`config.mk`:
```
export PLATFORM = sky130hd
export DESIGN_NAME = skew_delay_line
export DESIGN_NICKNAME = d
export VERILOG_FILES = /design/src/rtl/skew_pkg.sv /design/src/rtl/delay_chain.sv /design/src/rtl/skew_delay_line.sv
export SDC_FILE = /design/constraint.sdc
export NUM_CORES = 1
export LEC_CHECK = 0
export CAP_MARGIN = 20
export CORE_MARGIN = 1.5
export CORE_UTILIZATION = 50
export DETAILED_ROUTE_END_ITERATION = 7
export GPL_TIMING_DRIVEN = 0
export PLACE_DENSITY = 0.8
export SETUP_SLACK_MARGIN = 0.05
export SLEW_MARGIN = 5
export SYNTH_ARGS = -nofsm -noshare
export SYNTH_HDL_FRONTEND = slang
export SYNTH_SLANG_ARGS = --single-unit
```
`constraint.sdc`:
```
create_clock -name CLK -period 3.35 [get_ports CLK]
set_input_delay 0.67 -clock CLK [delete_from_list [all_inputs] [get_ports CLK]]
set_output_delay 0.67 -clock CLK [all_outputs]
set_load 0.005 [all_outputs]
```
`src/rtl/skew_pkg.sv`:
```
// rtl/skew_pkg.sv - shared state type and lane depth helper for the skew delay line
package skew_pkg;

  typedef enum logic [1:0] {
    IDLE     = 2'd0,
    ACTIVE   = 2'd1,
    DRAINING = 2'd2
  } state_t;

  // Lane c is BASE_DEPTH stages deep, plus c*STEP more when staggering is enabled.
  function automatic int depth_of(input int c, input int base_depth, input int step, input int skew);
    return base_depth + ((skew != 0) ? c * step : 0);
  endfunction

endpackage

```
`src/rtl/delay_chain.sv`:
```
// rtl/delay_chain.sv - one lane of {valid, data} delay stages
module delay_chain #(
  parameter int WIDTH = 8,
  parameter int DEPTH = 1
) (
  input  logic             CLK,
  input  logic             RST_N,
  input  logic             ADV,
  input  logic             CLR,
  input  logic             IN_V,
  input  logic [WIDTH-1:0] IN_D,
  output logic             OUT_V,
  output logic [WIDTH-1:0] OUT_D,
  output logic             ANY_V,
  output logic             MID_V
);

  logic [DEPTH-1:0] v;
  logic [WIDTH-1:0] d [DEPTH];

  // Shift the lane one stage per advance; bubbles carry zero data so idle stages read clean.
  always_ff @(posedge CLK) begin
    if (!RST_N || CLR) begin
      v <= '0;
      for (int i = 0; i < DEPTH; i++) begin
        d[i] <= '0;
      end
    end else if (ADV) begin
      for (int i = DEPTH - 1; i > 0; i--) begin
        v[i] <= v[i-1];
        d[i] <= d[i-1];
      end
      v[0] <= IN_V;
      d[0] <= IN_V ? IN_D : '0;
    end
  end

  // MID_V covers every stage except the last: what stays valid after an advance with a bubble input.
  always_comb begin
    MID_V = 1'b0;
    for (int i = 0; i < DEPTH - 1; i++) begin
      MID_V = MID_V | v[i];
    end
  end

  assign ANY_V = |v;
  assign OUT_V = v[DEPTH-1];
  assign OUT_D = d[DEPTH-1];

endmodule

```
`src/rtl/skew_delay_line.sv`:
```
// rtl/skew_delay_line.sv - multi-lane staggered delay line with stall, flush and drain
module skew_delay_line
  import skew_pkg::*;
#(
  parameter int WIDTH      = 8,
  parameter int CHANNELS   = 4,
  parameter int BASE_DEPTH = 1,
  parameter int STEP       = 1,
  parameter int SKEW       = 1
) (
  input  logic                      CLK,
  input  logic                      RST_N,
  input  logic                      EN,
  input  logic                      FLUSH,
  input  logic                      DRAIN,
  input  logic                      IN_VALID,
  input  logic [CHANNELS*WIDTH-1:0] IN_DATA,
  output logic                      IN_READY,
  output logic [CHANNELS-1:0]       OUT_VALID,
  output logic [CHANNELS*WIDTH-1:0] OUT_DATA,
  output logic                      BUSY,
  output logic                      DONE
);

  state_t              state;
  state_t              state_nxt;
  logic                done_nxt;
  logic                adv;
  logic                accept;
  logic                next_busy;
  logic [CHANNELS-1:0] any_v;
  logic [CHANNELS-1:0] mid_v;

  // FLUSH and DRAIN both outrank EN, so neither lets a sample in on the cycle they are raised.
  assign IN_READY  = RST_N && !FLUSH && !DRAIN && EN && (state != DRAINING);
  assign accept    = IN_VALID && IN_READY;
  assign adv       = (EN && (state != DRAINING)) || (state == DRAINING);
  assign BUSY      = |any_v;
  // Occupancy after this edge: a stall keeps everything, an advance drops each lane's last stage.
  assign next_busy = adv ? (accept || (|mid_v)) : BUSY;

  for (genvar c = 0; c < CHANNELS; c++) begin : g_lane
    delay_chain #(
      .WIDTH(WIDTH),
      .DEPTH(depth_of(c, BASE_DEPTH, STEP, SKEW))
    ) u_chain (
      .CLK  (CLK),
      .RST_N(RST_N),
      .ADV  (adv),
      .CLR  (FLUSH),
      .IN_V (accept),
      .IN_D (IN_DATA[c*WIDTH +: WIDTH]),
      .OUT_V(OUT_VALID[c]),
      .OUT_D(OUT_DATA[c*WIDTH +: WIDTH]),
      .ANY_V(any_v[c]),
      .MID_V(mid_v[c])
    );
  end

  // Next state and completion pulse; DONE is registered so it lands on the first empty cycle.
  always_comb begin
    state_nxt = state;
    done_nxt  = 1'b0;
    if (FLUSH) begin
      state_nxt = IDLE;
    end else begin
      case (state)
        IDLE: begin
          if (DRAIN) begin
            done_nxt = 1'b1;
          end else if (accept) begin
            state_nxt = ACTIVE;
          end
        end
        ACTIVE: begin
          if (DRAIN) begin
            if (next_busy) begin
              state_nxt = DRAINING;
            end else begin
              state_nxt = IDLE;
              done_nxt  = 1'b1;
            end
          end else if (!next_busy) begin
            state_nxt = IDLE;
          end
        end
        DRAINING: begin
          if (!next_busy) begin
            state_nxt = IDLE;
            done_nxt  = 1'b1;
          end
        end
        default: state_nxt = IDLE;
      endcase
    end
  end

  // State and DONE registers.
  always_ff @(posedge CLK) begin
    if (!RST_N) begin
      state <= IDLE;
      DONE  <= 1'b0;
    end else begin
      state <= state_nxt;
      DONE  <= done_nxt;
    end
  end

endmodule

```
==> run_results.csv <==
group,metric,value,unit
sta,hold_viol_final,0,
place,gp_congestion,0.661,
power,cellLeakagePower,0.00182,uW
global_route,grt_max_degree,56,
synth,synth_area,3450,sq um
cells_and_area,drive_gt1_share,14.1,%
sta,finClkSkew,0.0120,ns
sta,fin_ws,0.294,ns
critical_path,path_buf_inv,3,
drt,dr.max_layer_used,"met4",
power,power_frac_clock,35.1,%
clocking,insertion_delay,0.34,ns
sta,tns,0,ns
synth,yosysSeqAreaShare,73.6,%
drt,drt_iter0_drc,110,
global_route,overflow,0,
clocking,cts.clk_slew.worst_paths,0.08,ns
global_route,grt_pass1_vias,1859,
clocking,htree_levels,3,
sta,slew_headroom,69.3,%
power,peakVddDrop,0.000232,V
job,max_cap_viol_count,0,
place,port-buffer-count,76,
worst_hold_path,min_path_cells,2,
drt,dr.pass1.iters,4,
place,pre_cts_ws,0.225,ns
power,p_sw,396,uW
clocking,post_cts_buffers,0,
critical_path,rr_startpoint,"state[1]",
clocking,cts_root_buffer,"clkbuf_8",
critical_path,crit_family,"buffers and inverters",
global_route,antenna_found_initial,0,
critical_path,crit_path_end_kind,"output pin",
cells_and_area,fin_cells,399,
global_route,grtUsageTotal,15.4,%
power,report.power.total,2120,uW
power,powerDensity,465,nW/um^2
power,pwr-share-seq,58.2,%
clocking,clockBufferDepth,2,
critical_path,start_kind,"primary input",
floorplanning,dieWidth,86.1,microns
drt,dr_wl_met2,2.87,mm
power,intPower,1720,uW
critical_path,cpPeakStageDelay,0.54,ns
place,dp_cells,386,
critical_path,reg2reg_slack,1.40,ns
drt,vias_per_cell,4.80,
worst_hold_path,hold_class,"reg -> reg",
sta,finalMaxSlewViolations,0,
critical_path,path_cells,"clkdlybuf4s50_1 > nand2b_1 > buf_1 > nor4b_2 > clkdlybuf4s50_1",
worst_hold_path,holdPathEnd,"g_lane[3].u_chain.v[3]",
power,swShare,18.7,%
sta,min_period,3.06,ns
clocking,cts_tree,"done",
floorplanning,core,6720,sq um
floorplanning,ios,77,
global_route,grt_pass1_wl,8.38,mm
clocking,cts.hold.buffers_added,0,
critical_path,slowest_stage,"clkdlybuf4s50_1",
synth,ys_warn_count,0,
floorplanning,rows,30,
floorplanning,dieArea,7420,sq um
cells_and_area,utilization,67.8,%
critical_path,worstReg2RegEnd,"g_lane[3].u_chain.d[2][7]",
sta,setup_viol_count_final,0,
drt,ant_nets,0,
power,p_comb_share,6.7,%
cells_and_area,n_antenna_cell,0,
drt,routed_wl,5.40,mm
cells_and_area,n_fill_cell,495,
clocking,cts_buffers,9,
drt,dr_wl_met3,265,microns
sta,rsz0062_at_grt,"false",
drt,met1_length,2.10,mm
synth,netlist_instances,229,
critical_path,path_class,"in -> out",
drt,vias,1914,
critical_path,worst_r2r_path_depth,4,
synth,synth_cell_types,25,
critical_path,critPathArrivalTime,2.39,ns
worst_hold_path,hp-start,"g_lane[3].u_chain.v[3]",
drt,route.detailed.drc,0,
clocking,clock_sink_count,87,
critical_path,path_max_fanout,10,
critical_path,cp_common_cell,"clkdlybuf4s50_1",
drt,wl_per_cell,13.5,microns
floorplanning,die_y,86.1,microns
synth,ys_ff_latch,87,
sta,fin_crit_sh,91.2,%
synth,synth.net_count,267,
outcome,status,"complete, no violations",
sta,tightest_slew,0.460,ns
critical_path,cp.required,2.68,ns
floorplanning,start_util,51.4,%
cells_and_area,final_nets,355,
synth,syn_area_per_cell,15.1,sq um
place,place_hpwl,3.77,mm
cells_and_area,syn_to_final_growth,31.8,%
sta,fmaxAchievable,327,MHz
==> area by class of cell <==
class	instances	area, sq um	share of cell area (%)
flip-flops and latches	87	2540	55.8
clock buffers	9	124	2.72
repair buffers	77	788	17.3
well taps	80	100	2.20
clock inverters	4	73.8	1.62
plain buffers	29	195	4.29
multi-input cells	113	731	16.0
==> worst reg2reg max path, delay by kind of cell, from the launching register on <==
family        cells  cell delay (ns)
buf+inv           1             0.31
flops             1             0.37
simple gates      3             0.92
==> cell usage in the layout (no fill, tap or decap), drive strengths merged, types with 3 or more instances in the layout <==
| master | synthesis | routed |
|---|---|---|
| a21oi | 4 | 4 |
| o21ai | 3 | 3 |
| buf | 24 | 25 |
| nor2b | 3 | 3 |
| nor3 | 3 | 3 |
| and2 | 80 | 80 |
| nor2 | 4 | 4 |
| dfxtp | 7 | 7 |
| edfxtp | 80 | 80 |
| clkbuf | 5 | 14 |
| clkdlybuf4s50 | 0 | 76 |
| nand2 | 4 | 4 |
==> timing repair <==
item	4_1_cts	5_1_grt
endpoints found under the hold margin	0	0
resized for setup	0	1
endpoints found under the setup margin	0	1
==> power groups by stage <==
stage / logic [uW] / clock network, uW / registers, uW
6_report: 142 / 744 / 1230
3_5_place_dp: 143 / 0 / 1260
2_1_floorplan: 46.3 / 0 / 1260
3_3_place_gp: 134 / 0 / 1260
4_1_cts: 143 / 760 / 1230
5_1_grt: 152 / 797 / 1240
==> routing by layer <==
layer | vias to the layer above | global-route usage [%]
li1 | 950 | -
met1 | 888 | 16.7
met2 | 62 | 27.1
met3 | 14 | 3.85
met4 | 0 | 9.53
met5 | - | 0
==> state kept, by name, summed over array words and instances (netlist names) <==
register,count
DONE,1
g_lane.u_chain.d,80
g_lane.u_chain.v,4
state,2
==> through the flow <==
stage / hold slack (ns) / instance area (sq um)
after floorplan: 0.450 / 3450
after global placement: 0.474 / 4320
after detailed placement: 0.490 / 4350
after CTS: 0.501 / 4550
after global routing: 0.528 / 4550
final: 0.496 / 4550
==> worst max path at each step <==
| stage | startpoint | slack [ns] | depth (start not counted) | to |
|---|---|---|---|---|
| floorplan | EN | 0.31 | 2 | g_lane[0].u_chain.d[0][0] |
| global placement | EN | -0.87 | 3 | g_lane[1].u_chain.d[0][11] |
| detailed placement | FLUSH | 0.22 | 5 | IN_READY |
| CTS | FLUSH | 0.20 | 5 | IN_READY |
| global route | FLUSH | 0.17 | 5 | IN_READY |
| finish | FLUSH | 0.29 | 5 | IN_READY |
==> synth_stat cells <==
cell type / instances / area, sq um
o21ai_0: 3 / 15.0
nor4b_1: 2 / 17.5
a2111oi_2: 1 / 15.0
nor2b_2: 1 / 8.76
nand2b_1: 2 / 12.5
nor3_4: 1 / 16.3
nand2_1: 4 / 15.0
clkbuf_1: 5 / 18.8
a21oi_1: 4 / 20.0
dfxtp_1: 7 / 140
buf_4: 23 / 173
nand3b_1: 1 / 7.51
and2_1: 80 / 500
a211oi_2: 1 / 12.5
or2_2: 1 / 6.26
buf_1: 1 / 3.75
nor3_1: 2 / 10.0
a211o_1: 1 / 8.76
nor2_1: 3 / 11.3
nor2_2: 1 / 6.26
edfxtp_1: 80 / 2400
or3_1: 1 / 6.26
nor2b_1: 2 / 12.5
or2_1: 1 / 6.26
a31o_1: 1 / 8.76
==> cells by family after synthesis <==
| group | Yosys count | synth area share, % |
|---|---|---|
| simple gates | 102 | 18.4 |
| flops | 87 | 73.6 |
| buf+inv | 29 | 5.65 |
| compound gates | 11 | 2.32 |
Power figures use the tool's default switching activity.
